$ cat src/rtl/rst_seq_ctrl.sv
// rst_seq_ctrl: post-reset startup sequencer in the core_clk domain.
// Optional SDRAM init retry on timeout: define RST_SEQ_RETRY_EN.
module rst_seq_ctrl #(
  parameter int SYNC_STAGES    = 2,
  parameter int SETTLE_CYCLES  = 16,
  parameter int TIMEOUT_CYCLES = 50000
) (
  input  logic       core_clk,
  input  logic       clr_rst,
  input  logic       sample_rst_in,
  input  logic       sd_rst_in,
  input  logic       usb_rst_in,
  input  logic       sdram_rst_n_in,
  input  logic       sdram_init_done,
  input  logic       start,
  input  logic       stop,
  output logic       sdram_init_en,
  output logic       capture_en,
  output logic       seq_ready,
  output logic       seq_err,
  output logic [2:0] seq_state
);

  typedef enum logic [2:0] {
    S_WAIT_RST   = 3'd0,
    S_SETTLE     = 3'd1,
    S_SDRAM_INIT = 3'd2,
    S_READY      = 3'd3,
    S_RUN        = 3'd4,
    S_ERROR      = 3'd5
  } state_t;

  // bit order: sample, sd, usb, sdram_rst_n, init_done
  localparam logic [4:0] SYNC_RST_VAL = 5'b00111;

  localparam logic [15:0] SETTLE_LAST  = 16'(SETTLE_CYCLES - 1);
  localparam logic [15:0] TIMEOUT_LAST = 16'(TIMEOUT_CYCLES - 1);

  logic [4:0]  w_async;
  logic [4:0]  r_sync [SYNC_STAGES];
  logic [4:0]  w_synced;
  logic        w_dom_rst;
  logic        w_done;
  logic        r_done_q;
  logic        w_done_fall;

  state_t      r_state;
  state_t      w_nxt;
  logic [15:0] r_cnt;
  logic [15:0] w_cnt_nxt;

`ifdef RST_SEQ_RETRY_EN
  logic [1:0]  r_retry;
  logic [1:0]  w_retry_nxt;
`endif

  logic        r_init_en;
  logic        r_cap_en;
  logic        r_ready;
  logic        r_err;

  assign w_async = {sdram_init_done, sdram_rst_n_in,
                    usb_rst_in, sd_rst_in, sample_rst_in};

  // Multi-flop synchronizers; reset loads the "in reset / not done" value
  always_ff @(posedge core_clk or posedge clr_rst) begin
    if (clr_rst) begin
      for (int i = 0; i < SYNC_STAGES; i++) begin
        r_sync[i] <= SYNC_RST_VAL;
      end
    end else begin
      r_sync[0] <= w_async;
      for (int i = 1; i < SYNC_STAGES; i++) begin
        r_sync[i] <= r_sync[i-1];
      end
    end
  end

  assign w_synced  = r_sync[SYNC_STAGES-1];
  assign w_dom_rst = |w_synced[2:0] | ~w_synced[3];
  assign w_done    = w_synced[4];

  // Delayed synced done for falling-edge detection while running
  always_ff @(posedge core_clk or posedge clr_rst) begin
    if (clr_rst) begin
      r_done_q <= 1'b0;
    end else begin
      r_done_q <= w_done;
    end
  end

  assign w_done_fall = r_done_q & ~w_done;

  // State, interval counter and retry count registers
  always_ff @(posedge core_clk or posedge clr_rst) begin
    if (clr_rst) begin
      r_state <= S_WAIT_RST;
      r_cnt   <= '0;
`ifdef RST_SEQ_RETRY_EN
      r_retry <= '0;
`endif
    end else begin
      r_state <= w_nxt;
      r_cnt   <= w_cnt_nxt;
`ifdef RST_SEQ_RETRY_EN
      r_retry <= w_retry_nxt;
`endif
    end
  end

  // Next-state, counter and retry logic; domain reset overrides all
  always_comb begin
    w_nxt     = r_state;
    w_cnt_nxt = r_cnt;
`ifdef RST_SEQ_RETRY_EN
    w_retry_nxt = r_retry;
`endif
    unique case (r_state)
      S_WAIT_RST: begin
        w_cnt_nxt = '0;
        if (!w_dom_rst) begin
          w_nxt = S_SETTLE;
        end
      end
      S_SETTLE: begin
        if (r_cnt == SETTLE_LAST) begin
          w_nxt     = S_SDRAM_INIT;
          w_cnt_nxt = '0;
        end else begin
          w_cnt_nxt = r_cnt + 16'd1;
        end
      end
      S_SDRAM_INIT: begin
        if (w_done) begin
          w_nxt     = S_READY;
          w_cnt_nxt = '0;
        end else if (r_cnt == TIMEOUT_LAST) begin
          w_cnt_nxt = '0;
`ifdef RST_SEQ_RETRY_EN
          if (r_retry == 2'd3) begin
            w_nxt = S_ERROR;
          end else begin
            w_nxt       = S_SETTLE;
            w_retry_nxt = r_retry + 2'd1;
          end
`else
          w_nxt = S_ERROR;
`endif
        end else begin
          w_cnt_nxt = r_cnt + 16'd1;
        end
      end
      S_READY: begin
        w_cnt_nxt = '0;
        if (start && !stop) begin
          w_nxt = S_RUN;
        end
      end
      S_RUN: begin
        w_cnt_nxt = '0;
        if (stop) begin
          w_nxt = S_READY;
        end else if (w_done_fall) begin
          w_nxt = S_WAIT_RST;
        end
      end
      S_ERROR: begin
        w_cnt_nxt = '0;
      end
      default: begin
        w_nxt     = S_WAIT_RST;
        w_cnt_nxt = '0;
      end
    endcase

    if (w_dom_rst && (r_state != S_WAIT_RST) && (r_state != S_ERROR)) begin
      w_nxt     = S_WAIT_RST;
      w_cnt_nxt = '0;
    end

`ifdef RST_SEQ_RETRY_EN
    if ((w_nxt == S_READY) || (w_nxt == S_WAIT_RST)) begin
      w_retry_nxt = '0;
    end
`endif
  end

  // Registered outputs decoded from the next state
  always_ff @(posedge core_clk or posedge clr_rst) begin
    if (clr_rst) begin
      r_init_en <= 1'b0;
      r_cap_en  <= 1'b0;
      r_ready   <= 1'b0;
      r_err     <= 1'b0;
    end else begin
      r_init_en <= (w_nxt == S_SDRAM_INIT) || (w_nxt == S_READY) ||
                   (w_nxt == S_RUN);
      r_cap_en  <= (w_nxt == S_RUN);
      r_ready   <= (w_nxt == S_READY) || (w_nxt == S_RUN);
      r_err     <= (w_nxt == S_ERROR);
    end
  end

  assign sdram_init_en = r_init_en;
  assign capture_en    = r_cap_en;
  assign seq_ready     = r_ready;
  assign seq_err       = r_err;
  assign seq_state     = r_state;

endmodule

$ cat config.mk
export PLATFORM = sky130hd
export DESIGN_NAME = rst_seq_ctrl
export DESIGN_NICKNAME = d
export VERILOG_FILES = /design/src/rtl/rst_seq_ctrl.sv
export SDC_FILE = /design/constraint.sdc
export NUM_CORES = 1
export LEC_CHECK = 0
export CAP_MARGIN = 20
export CORE_MARGIN = 8
export CORE_UTILIZATION = 40
export DETAILED_ROUTE_END_ITERATION = 8
export GPL_TIMING_DRIVEN = 0
export MAX_ROUTING_LAYER = met4
export PLACE_DENSITY_LB_ADDON = 0.08
export SLEW_MARGIN = 20
export SYNTH_ARGS = -nofsm -noshare
export SYNTH_HDL_FRONTEND = slang
export SYNTH_SLANG_ARGS = --single-unit
$ cat constraint.sdc
create_clock -name core_clk -period 2.4 [get_ports core_clk]
set_input_delay 0.48 -clock core_clk [delete_from_list [all_inputs] [get_ports core_clk]]
set_output_delay 0.48 -clock core_clk [all_outputs]
set_load 0.01 [all_outputs]
# After elaboration in Yosys (flattened, before gate mapping)
# Index checks and enable logic that the tools add are counted.
# op_classes
n_addsub	1
eq_ne	12
n_mux	14
n_bitwise	4
reduce_logical	10
# ops
cell	n
$mux 16	4
$pmux 16 s2	1
$mux 3	8
$pmux 3 s6	1
$add 16x1->16 const B	1
$eq 16x16->1 const B	1
$eq 16x4->1 const B	1
$eq 3x2->1 const B	4
$eq 3x3->1 const B	4
$eq 3x1->1 const B	1
$logic_and 1x1->1	3
$logic_not 3->1	1
$logic_or 1x1->1	3
$ne 3x3->1 const B	1
$reduce_bool 3->1	1
$reduce_or 3->1	1
$not 1->1	2
$and 1x1->1	1
$logic_not 1->1	1
$or 1x1->1	1
# totals
reg_bits	34
word_cells	50

# Depth between registers and ports, before layout
# Gate-level depths: netlist of the first run.
# depth
ltp_word	9
depth_mapped	8
mapped_depth_nobuf	6

# Worst setup path before layout of the first run
# Ideal clock, no wire load.
# synth_path
kind	register to register
start	register r_cnt[0]
end	register r_cnt[10]
setup_time_ns	0.071
arrival_time_ns	1.910
required_time_ns	2.329
path_slack_ns	0.419
stages_incl_launch_ff	9
path_cell_list	dfrtp_1 -> ha_1 -> and3_1 -> and3_1 -> clkbuf_1 -> a211o_1 -> a211o_4 -> buf_6 -> nor2_1
# synth_via
elab_chain_cells	5
elab_cells_between_ends	8
# synth_lines
element	line	source
start: declaration	49	logic [15:0] r_cnt;
start signal: assignment	104	r_cnt <= w_cnt_nxt;
$add 16x1->16 / $eq 16x16->1 (equally long branches)	130, 150, 137	
$mux 16	137	end else if (r_cnt == TIMEOUT_LAST) begin
$mux 16	134	if (w_done) begin
$pmux 16 s2 (*)	118	unique case (r_state)
$mux 16 (*)	176	if (w_dom_rst && (r_state != S_WAIT_RST) && (r_state != S_ERROR)) begin
named net w_cnt_nxt[10]	50	logic [15:0] w_cnt_nxt;
# Mark *: on every way through the listed nets, which the timed path passes. The rest lies on a longest branch.

# Final worst setup path of the first run
# layout_path
start	register r_cnt[0]
end	register r_cnt[13]
# Same word-level chain as after synthesis.

==> results of run 1 <==
==> cells by family (layout without fill, tap and decap cells) <==
| group | after synthesis | in the layout |
|---|---|---|
| AO/OA/AOI/OAI | 16 | 16 |
| flip-flops | 34 | 34 |
| AND/OR/NAND/NOR | 60 | 60 |
| multiplexers | 1 | 1 |
| adder cells (fa/ha/maj) | 1 | 1 |
| XOR/XNOR | 16 | 16 |
| buffers and inverters | 14 | 37 |
==> synthesized netlist by cell type <==
master    number
or3b_4         1
nor2b_1        1
a211o_4        1
ha_1           1
clkbuf_1       2
o211ai_1       1
a31o_2         1
o211a_1        1
a21bo_2        1
nor4_1         2
and2_1         1
nor3_1         4
a21oi_1        2
nand3b_1       1
nand4_1        1
nor2_1        26
o21ai_1        1
a31oi_1        1
a211o_1        1
dfrtp_1       28
nand3_1        7
a21o_1         1
or4_1          1
mux2i_1        1
and4_1         1
o21bai_1       1
nor3b_1        1
buf_4          1
dfstp_2        6
xnor2_1       11
o32ai_1        2
nand2b_1       2
or2_1          1
nand2_1        4
and3_1         5
inv_1          9
xor2_1         5
a311oi_1       1
or4b_1         1
a22o_1         1
buf_6          2
==> per-layer routing <==
layer / routed length [um] / share of wire [%] / GRT usage [%] / up-vias
met2: 1210 / 44 / 15.3 / 17
met5: 0 / 0 / - / -
met4: 51 / 1.8 / 3.96 / 0
met3: 106 / 3.8 / 3.92 / 5
met1: 1420 / 51 / 13.6 / 519
li1: - / - / - / 524
==> final cells by class <==
type                            count  area [um2]  area share (%)
Clock buffer                        5        68.8            3.72
Tap cell                           48        60.1            3.24
Timing Repair Buffer               15         150            8.11
Buffer                              5        37.5            2.03
Inverter                            9        33.8            1.82
Clock inverter                      3        45.0            2.43
Sequential cell                    34         858            46.4
Multi-Input combinational cell     94         598            32.3
==> power by group through the flow <==
stage / Sequential [mW] / Combinational (mW) / Clock, mW
finish: 0.604 / 0.184 / 0.522
global route: 0.606 / 0.202 / 0.569
CTS: 0.604 / 0.183 / 0.538
detailed placement: 0.615 / 0.183 / 0
global placement: 0.613 / 0.181 / 0
floorplan: 0.617 / 0.125 / 0
==> flip-flops by register name, summed over array words and instances, names as in the netlist <==
name,cells
seq_state,3
capture_en,1
seq_err,1
seq_ready,1
r_sync,5
sdram_init_en,1
r_cnt,16
w_synced,5
r_done_q,1
==> stage by stage <==
stage          util (%)  cells  total power, mW  cell area [um2]
4_1_cts            50.6    213             1.33             1850
3_5_place_dp       47.5    205            0.797             1740
6_report           50.6    213             1.31             1850
3_3_place_gp       47.5    205            0.794             1740
2_1_floorplan         -    142            0.742             1530
5_1_grt            50.6    213             1.38             1850
==> how the worst max path moves through the flow <==
stage | start | to | slack [ns] | cells past startpoint
final | r_cnt[0] | r_cnt[13] | 0.23 | 8
after global routing | r_cnt[0] | r_cnt[9] | 0.13 | 8
after CTS | r_cnt[0] | r_cnt[12] | 0.24 | 8
after detailed placement | r_cnt[0] | r_cnt[12] | 0.26 | 8
after global placement | r_cnt[0] | r_cnt[10] | 0.29 | 8
after floorplan | r_cnt[0] | r_cnt[10] | 0.42 | 8
==> impl_metrics.json, run 1 <==
{
  "synthAdderAreaFrac_pct": 0.819,
  "grt_overflow": 0,
  "setup_viol": 0,
  "grt_pass1_wl_um": 5150,
  "cp.buffers_inverters": 2,
  "p_comb_share_pct": 14.1,
  "post-cts-setup-buffers": 0,
  "slew_viol_final": 0,
  "hold_buffers": 0,
  "avgSynthCellArea_um2": 10.8,
  "htree_levels": 2,
  "drt-total-wl_um": 2790,
  "cp.arrival_ns": 2.39,
  "yosys.area_share.xor_xnor_pct": 9.17,
  "fin_tns_setup_ns": 0,
  "post_drt_via_cell_ratio": 5.00,
  "synth-seq-cells": 34,
  "layout-drive-gt1-share_pct": 13.3,
  "power_leakage_nw": 0.778,
  "cts_buffer_depth": 2,
  "final_cell_mix": "dfrtp_1 (28), nor2_1 (26), clkdlybuf4s50_1 (15)",
  "crit_top_cell": "and3_1",
  "tritoncts": "yes",
  "synth_sequential_area_ratio_pct": 56.2,
  "critPathTopFamily": "compound AO/OA/AOI/OAI gates",
  "grt_max_degree": 35,
  "dp_slack_ns": 0.258,
  "fin_skew_ns": 0.00394,
  "synth_top_area_cell": "dfrtp_1",
  "sw_frac_of_total_pct": 24.0,
  "post-route-min-period_ns": 2.17,
  "netlist_area_um2": 1530,
  "drc": 0,
  "wl_per_cell_um": 13.1,
  "power_density_nw_per_um2": 707,
  "whs_endpoint": "w_synced[4]",
  "num_antenna_cells": 0,
  "cts_made_buffers": 5,
  "fp.dieH_um": 77.8,
  "power.share.clock_pct": 39.9,
  "cts.sinks": 34,
  "max_freq_mhz": 460,
  "dr_total_vias": 1065,
  "whs_ns": 0.351,
  "grtUsageTotal_pct": 10.8,
  "final_common_cell": "dfrtp_1",
  "rsz0062_at_grt": "false",
  "slowest_stage": "dfrtp_1",
  "finalCritPeriodShare_pct": 90.6,
  "p_sw_mw": 0.314,
  "synth_top_family_by_area": "simple AND/OR/NAND/NOR gates",
  "regToRegEndpoint": "r_cnt[13]",
  "crit_type": "flip-flop to flip-flop",
  "antenna_found_initial": 0,
  "firstDrtPassIters": 4,
  "port_buffers": 15,
  "cp-end-kind": "flip-flop",
  "syn_nets": 152,
  "netlist_top_cells_area": "dfrtp_1 (46%), dfstp_2 (10%), nor2_1 (6.4%), xnor2_1 (6.3%), xor2_1 (2.9%)",
  "worst_pin_slew_ns": 0.694,
  "nFillCells": 333,
  "synth_warnings": 0,
  "start_kind": "flip-flop",
  "synthMuxAreaShare_pct": 0.655,
  "syn_to_final_growth_pct": 21.2,
  "worst-path-max-fanout": 10,
  "core_um2": 3660,
  "yosysTopAreaCellShare_pct": 45.9,
  "rows": 22,
  "die_w_um": 77.8,
  "die_area_um2": 6050,
  "place_congestion": 0.812,
  "ff2ff_path_depth": 8,
  "reg2reg_from": "r_cnt[0]",
  "hpwl_um": 1990,
  "r2r_setup_slack_ns": 0.23,
  "ir_drop_uv": 462,
  "status": "finished clean",
  "drv_cap": 0,
  "hold_viol": 0,
  "worstHoldStart": "r_sync[9]",
  "first_iter_violations": 75,
  "hold_path_depth": 0,
  "setup_ws_ns": 0.225,
  "synth_compound_area_share_pct": 8.76,
  "maxSlewHeadroom_pct": 53.7,
  "cts-resized-gates": 0,
  "power_frac_seq_pct": 46.1,
  "clkLatencyLatePin_ns": 0.28,
  "ant_nets": 0,
  "hp-class": "flip-flop to flip-flop",
  "nets": 174,
  "cts_root_buf": "clkbuf_8",
  "intPower_mw": 0.995,
  "max_stage_delay_ns": 0.40,
  "synth_cells": 142,
  "ios": 16,
  "grt_pass1_vias": 1131,
  "synth_simple_gate_area_share_pct": 19.7,
  "ys_types": 41,
  "cp_cell_sequence": "ha_1 -> and3_1 -> and3_1 -> clkbuf_1 -> a211o_1 -> a211o_4 -> buf_6 -> nor2_1",
  "path_clk_slew_ns": 0.07,
  "start_util_pct": 41.7,
  "cp_data_required_time_ns": 2.61
}
Note: power is estimated with default switching activity, not from simulation.
==> run 2: changes to the inputs <==
CORE_ASPECT_RATIO = 2   (was not set)
==> impl_metrics.json, run 2 (synthesized netlist as in run 1, its figures left out) <==
{
  "status": "finished clean",
  "fp.dieH_um": 103,
  "ant_nets": 0,
  "fin_tns_setup_ns": 0,
  "grt_pass1_wl_um": 4610,
  "worst-path-max-fanout": 10,
  "cp-end-kind": "flip-flop",
  "drt-met1-wl_um": 1190,
  "dr_total_vias": 1016,
  "clkLatencyLatePin_ns": 0.28,
  "tritoncts": "yes",
  "cts_root_buf": "clkbuf_8",
  "cts_buffer_depth": 2,
  "crit_type": "flip-flop to flip-flop",
  "hold_path_depth": 0,
  "routed-wl-met3_um": 114,
  "hp-class": "flip-flop to flip-flop",
  "port_buffers": 15,
  "firstDrtPassIters": 4,
  "setup_viol": 0,
  "drc": 0,
  "cp.arrival_ns": 2.39,
  "grtUsageTotal_pct": 10.3,
  "final_cell_mix": "dfrtp_1 (28), nor2_1 (26), clkdlybuf4s50_1 (15)",
  "power_leakage_nw": 0.778,
  "die_area_um2": 6170,
  "cts.sinks": 34,
  "slew_viol_final": 0,
  "whs_ns": 0.355,
  "maxSlewHeadroom_pct": 55.5,
  "htree_levels": 2,
  "drv_cap": 0,
  "fin_skew_ns": 0.00271,
  "start_util_pct": 40.6,
  "finalCritPeriodShare_pct": 90.4,
  "hold_buffers": 0,
  "largest_reg_flops": 16,
  "grt_overflow": 0,
  "post-route-min-period_ns": 2.17,
  "rsz0062_at_grt": "false",
  "rows": 32,
  "wl_per_cell_um": 12.1,
  "drt-total-wl_um": 2620,
  "antenna_found_initial": 0,
  "ios": 16,
  "largest-register": "r_cnt",
  "post_drt_via_cell_ratio": 4.70,
  "ff2ff_path_depth": 8,
  "layout-drive-gt1-share_pct": 13.3,
  "cp_data_required_time_ns": 2.62,
  "hpwl_um": 1890,
  "nets": 174,
  "dr_wl_met2_um": 1270,
  "ir_drop_uv": 444,
  "highest_layer": "met4",
  "path_clk_slew_ns": 0.07,
  "num_antenna_cells": 0,
  "post-cts-setup-buffers": 0,
  "die_w_um": 59.7,
  "place_congestion": 0.789,
  "start_kind": "flip-flop",
  "max_freq_mhz": 461,
  "core_um2": 3760,
  "grt_pass1_vias": 1036,
  "nFillCells": 382,
  "cts_made_buffers": 5,
  "cts-resized-gates": 0,
  "worst_pin_slew_ns": 0.666,
  "power_density_nw_per_um2": 701,
  "grt_max_degree": 35,
  "hold_viol": 0,
  "first_iter_violations": 25,
  "final_common_cell": "dfrtp_1",
  "syn_to_final_growth_pct": 21.5
}
-- run 2: cell counts in the layout (fill, tap and decap cells not counted) --
No cell type changed its count.
-- run 2: final timing paths --
| check | startpoint | endpoint | slack, ns |
|---|---|---|---|
| min in group asynchronous | clr_rst | r_cnt[9] | 0.61 |
| worst max-delay path | r_cnt[0] | r_cnt[12] | 0.23 |
| worst max register to register | r_cnt[0] | r_cnt[12] | 0.23 |
| worst min-delay path | r_sync[8] | w_synced[3] | 0.35 |
| worst min register to register | r_sync[8] | w_synced[3] | 0.35 |
| max in group asynchronous | clr_rst | r_cnt[11] | 1.36 |
-- run 2: power breakdown --
part | internal, mW | switching, mW | leakage [nW]
Clock | 0.309 | 0.211 | 0.0504
Sequential | 0.595 | 0.00841 | 0.442
Combinational | 0.0921 | 0.0861 | 0.286
Total | 0.995 | 0.306 | 0.778
-- run 2: through the flow --
| stage | util [%] | cells | area (um2) | total power [mW] | setup WS [ns] |
|---|---|---|---|---|---|
| floorplan | - | 142 | 1530 | 0.742 | 0.419 |
| global placement | 46.3 | 208 | 1740 | 0.795 | 0.270 |
| detailed placement | 46.3 | 208 | 1740 | 0.793 | 0.248 |
| CTS | 49.3 | 216 | 1860 | 1.33 | 0.219 |
| global route | 49.3 | 216 | 1860 | 1.36 | 0.102 |
| finish | 49.3 | 216 | 1860 | 1.30 | 0.230 |
-- run 2: routing by layer --
layer	up-vias	track usage, %
met4	0	5.56
met2	20	15.8
met5	-	-
li1	520	-
met3	4	3.47
met1	472	11.5
-- run 2: critical path, stage by stage (launching register included) --
cell,delay [ns]
dfrtp_1,0.40
ha_1,0.25
and3_1,0.22
and3_1,0.16
clkbuf_1,0.15
a211o_1,0.29
a211o_4,0.38
buf_6,0.16
nor2_1,0.11
-- run 2: final cells by class --
cell class	count	area (um2)	share of cell area, %
multi-input cells	94	598	32.2
repair buffers	15	150	8.09
plain buffers	5	37.5	2.02
inverters	9	33.8	1.82
flip-flops and latches	34	858	46.3
clock inverters	3	45.0	2.43
well taps	51	63.8	3.44
clock buffers	5	68.8	3.71
==> run 3: changes to the inputs <==
clock period = 2.3 ns   (was 2.4 ns; I/O delays follow)
==> results of run 3 <==
Same layout as run 2 (identical final DEF). Status: finished clean.
Main changes from that run: setup slack after placement 0.248 ns -> 0.148 ns; setup slack after layout 0.230 ns -> 0.130 ns; register-to-register setup slack 0.23 ns -> 0.13 ns; total power 1.30 mW -> 1.36 mW; worst IR drop on VDD 444 uV -> 463 uV
